File: config.mk
export PLATFORM = sky130hd
export DESIGN_NAME = boost_duty_ctrl
export DESIGN_NICKNAME = d
export VERILOG_FILES = /design/src/rtl/boost_duty_ctrl.sv
export SDC_FILE = /design/constraint.sdc
export NUM_CORES = 1
export LEC_CHECK = 0
export CAP_MARGIN = 20
export CELL_PAD_IN_SITES_DETAIL_PLACEMENT = 1
export CELL_PAD_IN_SITES_GLOBAL_PLACEMENT = 2
export CORE_MARGIN = 10
export CORE_UTILIZATION = 37
export DETAILED_ROUTE_END_ITERATION = 12
export PLACE_DENSITY = 0.94
export SYNTH_ARGS = -nofsm -noshare
export SYNTH_HDL_FRONTEND = slang
export SYNTH_SLANG_ARGS = --single-unit
File: constraint.sdc
create_clock -name clk -period 9.6 [get_ports clk]
set_clock_uncertainty 0.2 [all_clocks]
set_input_delay 1.92 -clock clk [delete_from_list [all_inputs] [get_ports clk]]
set_output_delay 1.92 -clock clk [all_outputs]
set_load 0.02 [all_outputs]
File: src/rtl/boost_duty_ctrl.sv
// Boost PWM duty sequencer: clamps requested duty, soft-ramps the applied
// duty one STEP per control interrupt, handles shutdown ramp and latched fault.
//
// state    | meaning
// ---------+-----------------------------------------------------------
// IDLE     | output off, waiting for enable
// RAMP     | stepping d_boost toward the target on each tick
// HOLD     | d_boost equals target, waiting for a new target
// SHUTDOWN | stepping d_boost down to zero on each tick
// FAULT    | duty forced to zero, target cleared, waiting for release
module boost_duty_ctrl #(
    parameter int unsigned D_MAX = 900,
    parameter int unsigned STEP  = 4
) (
    input  logic       clk,
    input  logic       rst,
    input  logic       ce,
    input  logic       enable,
    input  logic       fault,
    input  logic       clk_int,
    input  logic [9:0] tgt_duty,
    input  logic       tgt_valid,
    output logic       tgt_ready,
    output logic [9:0] d_boost,
    output logic       at_target,
    output logic       fault_latched,
    output logic [2:0] state
);

    typedef enum logic [2:0] {
        ST_IDLE     = 3'd0,
        ST_RAMP     = 3'd1,
        ST_HOLD     = 3'd2,
        ST_SHUTDOWN = 3'd3,
        ST_FAULT    = 3'd4
    } state_t;

    localparam logic [10:0] STEP_W  = 11'(STEP);
    localparam logic [9:0]  STEP_10 = 10'(STEP);
    localparam logic [9:0]  D_MAX_W = 10'(D_MAX);

    state_t     state_q, state_d;
    logic [9:0] duty_q, duty_d;
    logic [9:0] tgt_q, tgt_d;
    logic       at_target_q, at_target_d;
    logic       fault_latched_q, fault_latched_d;
    logic       sync1_q, sync1_d;
    logic       sync2_q, sync2_d;
    logic       sync3_q, sync3_d;

    logic        tick;
    logic        xfer;
    logic [9:0]  tgt_clamped;
    logic [10:0] duty_ext;
    logic [10:0] tgt_ext;
    logic [10:0] up_sum;
    logic [9:0]  ramp_up;
    logic [9:0]  ramp_dn;
    logic [9:0]  ramp_step;
    logic [9:0]  ramp_next;
    logic [9:0]  sd_floor;
    logic [9:0]  sd_next;

    // clk_int arrives from the slow domain; sync2 vs sync3 gives one pulse per rising edge
    assign tick = sync2_q & ~sync3_q;

    assign tgt_ready   = (state_q != ST_FAULT);
    assign xfer        = tgt_valid & tgt_ready & ce;
    assign tgt_clamped = (tgt_duty > D_MAX_W) ? D_MAX_W : tgt_duty;

    // Step arithmetic is done one bit wider so neither direction can wrap
    assign duty_ext = {1'b0, duty_q};
    assign tgt_ext  = {1'b0, tgt_q};
    assign up_sum   = duty_ext + STEP_W;
    assign ramp_up  = (up_sum >= tgt_ext) ? tgt_q : up_sum[9:0];
    assign ramp_dn  = (duty_ext >= (tgt_ext + STEP_W)) ? (duty_q - STEP_10) : tgt_q;

    assign ramp_step = (duty_q < tgt_q) ? ramp_up :
                       (duty_q > tgt_q) ? ramp_dn : duty_q;
    assign ramp_next = tick ? ramp_step : duty_q;

    assign sd_floor = (duty_ext > STEP_W) ? (duty_q - STEP_10) : 10'd0;
    assign sd_next  = tick ? sd_floor : duty_q;

    // Next-state, duty, target and flag computation; everything holds while ce is low
    always_comb begin
        state_d         = state_q;
        duty_d          = duty_q;
        tgt_d           = tgt_q;
        at_target_d     = at_target_q;
        fault_latched_d = fault_latched_q;
        sync1_d         = sync1_q;
        sync2_d         = sync2_q;
        sync3_d         = sync3_q;

        if (ce) begin
            sync1_d = clk_int;
            sync2_d = sync1_q;
            sync3_d = sync2_q;

            if (xfer) begin
                tgt_d = tgt_clamped;
            end

            if (fault) begin
                state_d = ST_FAULT;
                duty_d  = 10'd0;
                tgt_d   = 10'd0;
            end else begin
                case (state_q)
                    ST_IDLE: begin
                        duty_d = 10'd0;
                        if (enable) begin
                            state_d = ST_RAMP;
                        end
                    end
                    ST_RAMP: begin
                        if (!enable) begin
                            state_d = ST_SHUTDOWN;
                        end else begin
                            // step follows the old target; HOLD only once duty matches the live one
                            duty_d = ramp_next;
                            if (ramp_next == tgt_d) begin
                                state_d = ST_HOLD;
                            end
                        end
                    end
                    ST_HOLD: begin
                        if (!enable) begin
                            state_d = ST_SHUTDOWN;
                        end else if (xfer && (tgt_clamped != duty_q)) begin
                            state_d = ST_RAMP;
                        end
                    end
                    ST_SHUTDOWN: begin
                        if (enable) begin
                            state_d = ST_RAMP;
                        end else begin
                            duty_d = sd_next;
                            if (sd_next == 10'd0) begin
                                state_d = ST_IDLE;
                            end
                        end
                    end
                    ST_FAULT: begin
                        duty_d = 10'd0;
                        if (!enable) begin
                            state_d = ST_IDLE;
                        end
                    end
                    default: begin
                        state_d = ST_IDLE;
                        duty_d  = 10'd0;
                    end
                endcase
            end

            at_target_d     = (state_d == ST_HOLD) && (duty_d == tgt_d);
            fault_latched_d = (state_d == ST_FAULT);
        end
    end

    // Register update with synchronous reset
    always_ff @(posedge clk) begin
        if (rst) begin
            state_q         <= ST_IDLE;
            duty_q          <= 10'd0;
            tgt_q           <= 10'd0;
            at_target_q     <= 1'b0;
            fault_latched_q <= 1'b0;
            sync1_q         <= 1'b0;
            sync2_q         <= 1'b0;
            sync3_q         <= 1'b0;
        end else begin
            state_q         <= state_d;
            duty_q          <= duty_d;
            tgt_q           <= tgt_d;
            at_target_q     <= at_target_d;
            fault_latched_q <= fault_latched_d;
            sync1_q         <= sync1_d;
            sync2_q         <= sync2_d;
            sync3_q         <= sync3_d;
        end
    end

    assign d_boost       = duty_q;
    assign at_target     = at_target_q;
    assign fault_latched = fault_latched_q;
    assign state         = state_q;

endmodule

# Word level (Yosys, flattened, before mapping)

Index checks and enable logic that the tools add are counted.

Register bits after elaboration: 28
Latch bits: 0
RAM bits: 0
ROM bits: 0
Bits of input ports: 17
Output and inout port bits: 16
Word-level logic and storage cells: 63
Memories: 0

Add/sub/neg operators: 3
Multiply operators: 0
Div/mod/pow operators: 0
Magnitude comparators: 6
Equal/unequal tests: 10
Shift-type cells: 0
Multiplexer cells: 28
Bitwise operators: 4
Reductions and logical operators: 4

Operators with widths:

| kind                                                           | number |
|---|---|
| two-way mux 10 bit                                             | 16 |
| two-way mux 3 bit                                              | 10 |
| case mux 10 bit (3 select lines)                               | 1 |
| adder 10 x 3 -> 11 bit, second input constant                  | 2 |
| equality test 10 bit                                           | 2 |
| case mux 3 bit (5 select lines)                                | 1 |
| >= comparator 10 x 11 -> 1 bit                                 | 1 |
| >= comparator 11 x 10 -> 1 bit                                 | 1 |
| greater-than comparator 10 bit                                 | 1 |
| greater-than comparator 10 bit, second input constant          | 1 |
| greater-than comparator 10 x 3 -> 1 bit, second input constant | 1 |
| zero test 10 bit                                               | 1 |
| less-than comparator 10 bit                                    | 1 |
| != test 10 bit                                                 | 1 |
| subtractor 10 x 3 -> 10 bit, second input constant             | 1 |
| equality test 3 x 2 -> 1 bit, second input constant            | 3 |
| equality test 3 bit, second input constant                     | 2 |
| bitwise AND 1 bit                                              | 3 |
| equality test 3 x 1 -> 1 bit, second input constant            | 1 |
| zero test 3 bit                                                | 1 |
| != test 3 bit, second input constant                           | 1 |
| logical AND 1 bit                                              | 2 |
| inverter 1 bit                                                 | 1 |

# Logic depth before layout (Yosys ltp)

Gate-level depths: netlist of run 1.

Word-level depth: 14
Mapped depth: 17
Gate-level depth less buffers: 16

# Worst setup path after synthesis of run 1

Ideal clock, no wire load.

Kind: input to register
From: input port tgt_duty[6]
To: register at_target_q, in the netlist at_target
Library setup time: 0.084 ns
Arrival: 4.037 ns
Data required time: 9.316 ns
Slack: 5.279 ns
Stages: 11
Path buffers: 0
Cells stage by stage: nor4_1 a21oi_1 o31ai_1 nand2_1 a221oi_1 nor2_1 nor2b_1 nand4_1 o21ai_0 nand2_1 o31ai_2

Word-level cells in the longest chain between the ends: 12
Elaborated cells between the ends (all ways): 19
Those cells by class: order compare (1); eq/ne (4); mux (12); reduce/logical (2)

Ends and longest elaborated chain:

| what                            | RTL line | RTL |
|---|---|---|
| start, declared                 | 21       | `input logic [9:0] tgt_duty,` |
| greater-than comparator 10 bit  | 69       | `assign tgt_clamped = (tgt_duty > D_MAX_W) ? D_MAX_W : tgt_duty;` |
| two-way mux 10 bit *            | 69       |  |
| two-way mux 10 bit              | 101      | `if (xfer) begin` |
| two-way mux 10 bit              | 96       | `if (ce) begin` |
| equality test 10 bit            | 123      | `if (ramp_next == tgt_d) begin` |
| two-way mux 3 bit               | 123      |  |
| two-way mux 3 bit               | 118      | `if (!enable) begin` |
| case mux 3 bit (5 select lines) | 110      | `case (state_q)` |
| two-way mux 3 bit               | 105      | `if (fault) begin` |
| two-way mux 3 bit               | 96       |  |
| equality test 3 x 2 -> 1 bit    | 158      | `at_target_d = (state_d == ST_HOLD) && (duty_d == tgt_d);` |
| logical AND 1 bit *             | 158      |  |
| end signal, assigned            | 178      | `at_target_q <= at_target_d;` |
| end, declared                   | 45       | `logic at_target_q, at_target_d;` |

Mark *: on every way between the ends. The rest lies on a longest branch, timed or not. The select of a mux whose other input is x is not followed.
A chain may end at the register's enable or synchronous reset.

# Worst setup path in the final report of run 1

From: register duty_q[2], in the netlist d_boost[2]
To: register at_target_q, in the netlist at_target

Word-level cells in the longest chain between the ends: 13
Elaborated cells between the ends (all ways): 35
Those cells by class: add/sub (2); order compare (5); eq/ne (4); mux (21); reduce/logical (3)

Ends and longest elaborated chain:

| what                                                                 | RTL line | RTL |
|---|---|---|
| start, declared                                                      | 43       | `logic [9:0] duty_q, duty_d;` |
| start signal, assigned                                               | 176      | `duty_q <= duty_d;` |
| adder 10 x 3 -> 11 bit, or another cell as far along                 | 74       | `assign up_sum = duty_ext + STEP_W;` |
| >= comparator 11 x 10 -> 1 bit or two-way mux 10 bit (tied branches) | 75, 76   |  |
| two-way mux 10 bit (on tied branches)                                | 75, 79   |  |
| two-way mux 10 bit                                                   | 78       | `assign ramp_step = (duty_q < tgt_q) ? ramp_up :` |
| two-way mux 10 bit                                                   | 80       | `assign ramp_next = tick ? ramp_step : duty_q;` |
| equality test 10 bit                                                 | 123      |  |
| two-way mux 3 bit                                                    | 123      |  |
| two-way mux 3 bit                                                    | 118      |  |
| case mux 3 bit (5 select lines)                                      | 110      |  |
| two-way mux 3 bit                                                    | 105      |  |
| two-way mux 3 bit                                                    | 96       |  |
| equality test 3 x 2 -> 1 bit                                         | 158      |  |
| logical AND 1 bit *                                                  | 158      |  |

Marks and branches as above.

==> run_results.csv, run 1 <==
group,metric,value,unit
pwr,power_density,81.9,nW/µm²
worst_setup_path,crit_path_start_kind,"flip-flop",
worst_setup_path,worstPathRequired,9.60,ns
clocking,clkSinkCount,28,
clocking,cts_buffer_depth,2,
timing,relSlewSlack,29.8,%
synthesis,syn_nets,631,
timing,finalCritPeriodShare,58.0,%
worst_setup_path,critical-path-top-delay-family,"compound AO/OA/AOI/OAI gates",
synthesis,syn_avg_cell_area,7.03,µm²
timing,rsz0062_at_grt,"false",
pwr,ir_drop,0.0000746,V
worst_hold_path,hold_end,"fault_latched",
synthesis,ys_seq_area_share,13.7,%
synthesis,syn_inst,584,
timing,period_minus_slack,5.57,ns
timing,setup_viol,0,
worst_hold_path,min_path_type,"reg -> reg",
clocking,clk_pin_slew,0.10,ns
worst_setup_path,path_class,"reg -> reg",
cells_and_area,nets,646,
synthesis,synth_cell_type_count,70,
detailed_routing,wl_per_cell,24.4,µm
run_status,status,"complete, no violations",
synthesis,yosys_warnings,0,
clocking,cts_buffers,3,
detailed_routing,drt_iter0_drc,459,
floorplan,core,10800,µm²
clocking,tritoncts,"built",
worst_setup_path,cp_cell_sequence,"buf_4, clkinv_1, nor3_1, nand3_1, xnor2_1, ha_1, and3_1, o21ai_1, a31oi_1, a221oi_1, a221oi_1, a2111oi_0, nand4_1, nor2_1, o21ai_0, o31ai_2",
cells_and_area,seq_area,561,µm²
synthesis,syn_area,4100,µm²
worst_setup_path,critPathSlowestCell,"a221oi_1",
timing,setup_tns,0,ns
detailed_routing,vias,4887,
synthesis,synthFlopType,"dfxtp_1",
placed_design,dp_hpwl,13900,µm
floorplan,fp.dieH,125,µm
clocking,htreeDepth,1,
grt,grt_pass1_wl,28100,µm
cells_and_area,syn_to_final_growth,12.6,%
synthesis,async_flop_share,0,%
detailed_routing,drt-total-wl,18000,µm
floorplan,start_util,37.8,%
cells_and_area,fillers,1402,
pwr,p_leak,1.67,nW
grt,grt_overflow,0,
detailed_routing,postRouteAntennaNets,0,
clocking,clockRootBuffer,"clkbuf_8",
job,maxCapViolations,0,
worst_setup_path,max_stage_delay,0.58,ns
clocking,cts_resized,0,
grt,grt_max_degree,41,
worst_setup_path,cp-startpoint,"d_boost[2]",
clocking,postCtsSetupBuffers,0,
worst_hold_path,hold_depth,1,
grt,grt_pass1_vias,4914,
synthesis,ys_ff_latch,28,
floorplan,num_io_pins,33,
floorplan,dieArea,15700,µm²
detailed_routing,via_per_inst,6.62,
placed_design,port_buffers,32,
worst_setup_path,r2r_start,"d_boost[2]",
worst_setup_path,cp-end-kind,"flip-flop",
timing,hold_viol_final,0,
worst_setup_path,critPathMaxFanout,17,
synthesis,synth_edf_count,0,
timing,drv_slew,0,
worst_setup_path,crit_buf_inv,2,
floorplan,row_count,38,
detailed_routing,dr.pass1.iters,5,
worst_hold_path,hp-start,"fault_latched",
detailed_routing,route.detailed.drc,0,
timing,worst_pin_slew,1.05,ns
grt,grt.total_usage,21.6,%
placed_design,place_congestion,1.04,
worst_setup_path,r2r_setup_slack,4.03,ns
cells_and_area,drive_gt1_share,5.35,%
clocking,ctsHoldBuffers,0,
timing,fmax,179,MHz
cells_and_area,multi_input_area,3300,µm²
floorplan,die_w,125,µm
worst_setup_path,cpMostUsedCell,"a221oi_1",
grt,antenna_found_initial,0,
cells_and_area,final_core_util,42.6,%
cells_and_area,diodes,0,
worst_setup_path,r2r_cells,16,
worst_setup_path,r2r_end,"at_target",
clocking,worstSkewPairLatency,0.29,ns
worst_setup_path,arrival,5.57,ns
worst register-to-register path, delay by kind of cell, from the launching register on:
family | cells | cell delay [ns]
AOI/OAI and AO/OA | 7 | 2.36
xor gates and xnor gates | 1 | 0.37
adders and majority gates | 1 | 0.32
buffers and inverters | 2 | 0.77
DFF | 1 | 0.33
and+or+nand+nor | 5 | 1.15
placed cells by master, fill, tap and decap left out, types with 7 or more instances in the layout:
| master | Yosys | routed |
|---|---|---|
| nor2_1 | 61 | 61 |
| dfxtp_1 | 28 | 28 |
| ha_1 | 30 | 30 |
| a21oi_1 | 42 | 42 |
| nor4_1 | 9 | 9 |
| nand3_1 | 27 | 27 |
| inv_1 | 21 | 21 |
| nor2b_1 | 13 | 13 |
| o21a_1 | 11 | 11 |
| buf_4 | 0 | 14 |
| a21o_1 | 10 | 10 |
| a2bb2oi_1 | 8 | 8 |
| nand4_1 | 10 | 10 |
| o21ai_0 | 32 | 32 |
| o211ai_1 | 7 | 7 |
| a221oi_1 | 7 | 7 |
| nand2b_1 | 13 | 13 |
| xnor2_1 | 22 | 22 |
| a211oi_1 | 13 | 13 |
| a31oi_1 | 12 | 12 |
| nand2_1 | 43 | 43 |
| mux2i_1 | 12 | 12 |
| nor3_1 | 21 | 21 |
| clkdlybuf4s50_1 | 0 | 32 |
where the power goes:
part	switching, mW	internal, mW
clock	0.0419	0.0560
combinational	0.0983	0.0560
sequential	0.00680	0.119
per-stage QoR:
| stage | worst slack, ns | area (µm²) | instances | hold slack [ns] | total power [mW] |
|---|---|---|---|---|---|
| finish | 4.03 | 4620 | 738 | 0.281 | 0.378 |
| floorplan | 5.28 | 4100 | 584 | 0.260 | 0.228 |
| global route | 3.84 | 4620 | 738 | 0.325 | 0.395 |
| CTS | 4.16 | 4620 | 738 | 0.288 | 0.375 |
| detailed placement | 3.86 | 4550 | 734 | 0.260 | 0.278 |
| global placement | 4.08 | 4550 | 734 | 0.253 | 0.274 |
routing by layer:
layer  wire length [µm]  global-route usage (%)  vias to the layer above  part of all wire [%]
li1                   -                       -                     2236                     -
met1               8030                    28.8                     2414                    45
met2               8330                    36.0                      200                    46
met3               1290                    2.49                       37                   7.2
met4                366                    5.28                        0                   2.0
met5                  0                       0                        -                     0
sequential cells by signal, summed over array words and instances, names as in the netlist:
register and count:
at_target 1, sync3_q 1, fault_latched 1, d_boost 10, state 3, tgt_q 10
sync2_q 1, sync1_q 1
cells by family after synthesis:
family                   synth area share, %
multiplexers                            3.20
buffers and inverters                   5.89
XOR/XNOR                                5.34
adder cells (fa/ha/maj)                 9.15
AND/OR/NAND/NOR                         29.6
flip-flops                              13.7
AO/OA/AOI/OAI                           33.2
synth_stat cells, types with 8 or more instances:
cell / number / area, µm²
nor2_1: 61 / 229
nand2_1: 43 / 161
a21oi_1: 42 / 210
o21ai_0: 32 / 160
ha_1: 30 / 375
clkbuf_1: 29 / 109
dfxtp_1: 28 / 561
nand3_1: 27 / 135
xnor2_1: 22 / 193
inv_1: 21 / 78.8
nor3_1: 21 / 105
a211oi_1: 13 / 97.6
nand2b_1: 13 / 81.3
nor2b_1: 13 / 81.3
a31oi_1: 12 / 75.1
mux2i_1: 12 / 120
o21a_1: 11 / 82.6
a21o_1: 10 / 75.1
nand4_1: 10 / 62.6
nor4_1: 9 / 56.3
a2bb2oi_1: 8 / 70.1
area by class of cell:
type	instances	share of cell area, %
multi-input cells	497	71.5
flip-flops and latches	28	12.1
repair buffers	46	9.21
well taps	140	3.79
inverters	23	1.87
clock buffers	3	0.894
clock inverters	1	0.650
how the worst max path moves through the flow:
| stage | to | cells past startpoint |
|---|---|---|
| after floorplan | at_target | 11 |
| after global placement | at_target | 10 |
| after detailed placement | at_target | 12 |
| after CTS | at_target | 12 |
| after global routing | at_target | 16 |
| final | at_target | 16 |
Note: power is estimated with default switching activity, not from simulation.
==> inputs of run 2 (changes only) <==
Settings changed: CORE_UTILIZATION 37 to 34, PLACE_DENSITY 0.94 to 0.87.
Clock period 9.6 ns to 5.3 ns, I/O delays scaled along.
==> run 2 against run 1 <==
Worst hold slack gained 0.0027 ns. Combinational power grew 92%. Sequential share of layout area shrank 0.42 points. Die area grew 7.4%. Critical endpoint unchanged.
==> run_results.csv, run 2 (same netlist as run 1, synthesis figures left out) <==
group,metric,value,unit
run_status,status,"complete, no violations",
cells_and_area,drive_gt1_share,8.01,%
worst_setup_path,cp-end-kind,"flip-flop",
pwr,seqPwrFrac,30.1,%
detailed_routing,drt_iter0_drc,562,
floorplan,fp.dieH,130,µm
timing,rsz0062_at_grt,"false",
worst_setup_path,path_class,"reg -> reg",
placed_design,place_congestion,0.984,
worst_setup_path,critPathSlowestCell,"a221oi_1",
floorplan,start_util,34.4,%
worst_setup_path,critPathMaxFanout,6,
grt,grt_pass1_vias,4917,
worst_hold_path,min_path_type,"reg -> reg",
grt,grt_max_degree,39,
grt,grt_overflow,0,
timing,setup_viol,0,
detailed_routing,wl_per_cell,25.7,µm
detailed_routing,postRouteAntennaNets,0,
detailed_routing,dr.pass1.iters,5,
pwr,power_density,159,nW/µm²
cells_and_area,fillers,1498,
job,maxCapViolations,0,
worst_setup_path,r2r_setup_slack,0.27,ns
detailed_routing,vias,4918,
worst_setup_path,arrival,5.01,ns
clocking,ctsHoldBuffers,0,
grt,grt_pass1_wl,29600,µm
cells_and_area,final_common_cell,"nor2_1",
pwr,ir_drop,0.000131,V
timing,fmax,199,MHz
cells_and_area,layout_common_cells,"nor2_1, nand2_1, a21oi_1",
grt,antenna_found_initial,0,
pwr,p_int,476,µW
pwr,p_clk_share,31.0,%
grt,grt.total_usage,22.6,%
pwr,power,762,µW
detailed_routing,route.detailed.drc,0,
timing,hold_viol_final,0,
worst_setup_path,worstPathRequired,5.28,ns
floorplan,dieArea,16900,µm²
timing,drv_slew,0,
timing,relSlewSlack,31.0,%
pwr,p_sw_share,37.5,%
timing,finalCritPeriodShare,94.9,%
worst_setup_path,crit_path_start_kind,"flip-flop",
detailed_routing,drt-total-wl,19500,µm
worst_setup_path,crit_buf_inv,1,
pwr,switchingPower,285,µW
clocking,tritoncts,"built",
detailed_routing,via_per_inst,6.48,
worst_setup_path,cp_cell_sequence,"inv_1, nor3_1, nand3_1, xnor2_1, ha_1, nand3_1, o31a_1, or3_1, a32oi_1, o311ai_0, a221oi_1, xnor2_1, nand4_1, o21ai_0, nand2_1, o31ai_2",
cells_and_area,nets,660,
clocking,cts_buffers,3,
clocking,worstSkewPairLatency,0.27,ns
pwr,p_leak,1.76,nW
clocking,htreeDepth,1,
pwr,combPwrFrac,38.9,%
clocking,clkSinkCount,28,
placed_design,port_buffers,32,
floorplan,die_w,130,µm
clocking,cts_buffer_depth,2,
clocking,postCtsSetupBuffers,0,
placed_design,dp_hpwl,15100,µm
timing,period_minus_slack,5.03,ns
worst_setup_path,critical-path-top-delay-family,"compound AO/OA/AOI/OAI gates",
clocking,clockRootBuffer,"clkbuf_16",
cells_and_area,syn_to_final_growth,16.6,%
clocking,clk_pin_slew,0.08,ns
floorplan,core,11900,µm²
floorplan,row_count,40,
timing,worst_pin_slew,1.02,ns
cells_and_area,diodes,0,
timing,setup_tns,0,ns
floorplan,num_io_pins,33,
worst_setup_path,max_stage_delay,0.84,ns
==> run 2: cell count changes in the layout (fill, tap and decap cells not counted) <==
cell	change
buf_4	+14
clkbuf_16	+3
clkbuf_8	-3
nor3_1	-2
nor3_2	+2
a2111oi_0	-1
a2111oi_2	+1
==> run 2: per-stage QoR <==
step / worst slack, ns / instance area (µm²) / hold WS (ns) / utilization (%) / instances
CTS: 0.151 / 4770 / 0.294 / 40.0 / 759
detailed placement: 0.0277 / 4660 / 0.274 / 39.1 / 755
global placement: 0.129 / 4660 / 0.250 / 39.1 / 755
finish: 0.268 / 4780 / 0.284 / 40.2 / 759
floorplan: 1.11 / 4100 / 0.260 / - / 584
global route: 0.0290 / 4780 / 0.321 / 40.2 / 759
==> run 2: layout make-up <==
type / instances / area (µm²) / share of cell area (%)
Inverter: 23 / 86.3 / 1.80
Timing Repair Buffer: 60 / 531 / 11.1
Multi-Input combinational cell: 497 / 3320 / 69.3
Clock inverter: 1 / 30.0 / 0.628
Sequential cell: 28 / 561 / 11.7
Tap cell: 147 / 184 / 3.85
Clock buffer: 3 / 75.1 / 1.57
==> run 2: repair_timing <==
| action | CTS | global route |
|---|---|---|
| gates cloned | 0 | 0 |
| resized for setup | 1 | 3 |
| endpoints found under the setup margin | 1 | 2 |
==> run 2: layer usage <==
layer  global-route usage, %  up-vias  part of all wire [%]
met2                    38.6      183                    47
met3                    2.11       45                   5.2
met1                    29.7     2425                    45
met4                    6.15        0                   2.7
li1                        -     2265                     -
met5                       0        -                     0
==> run 2: worst paths after layout <==
kind,startpoint,endpoint,cells after the start
worst max-delay path,tgt_q[2],at_target,16
worst min-delay path,fault_latched,fault_latched,1
worst max register to register,tgt_q[2],at_target,16
worst min register to register,fault_latched,fault_latched,1
==> run 2: worst register-to-register path: cells and delay by family, from the launching register on <==
family / cells / cell delay, ns
xor+xnor: 2 / 0.35
buf+inv: 1 / 0.20
flops: 1 / 0.51
simple gates: 6 / 1.38
fa+ha+maj: 1 / 0.30
compound gates: 6 / 2.01
==> run 2: power groups by stage <==
| stage | logic, mW | clock network (mW) | registers [mW] |
|---|---|---|---|
| 2_1_floorplan | 0.182 | 0 | 0.231 |
| 3_3_place_gp | 0.281 | 0 | 0.234 |
| 3_5_place_dp | 0.286 | 0 | 0.234 |
| 4_1_cts | 0.288 | 0.236 | 0.229 |
| 5_1_grt | 0.317 | 0.243 | 0.230 |
| 6_report | 0.296 | 0.236 | 0.229 |
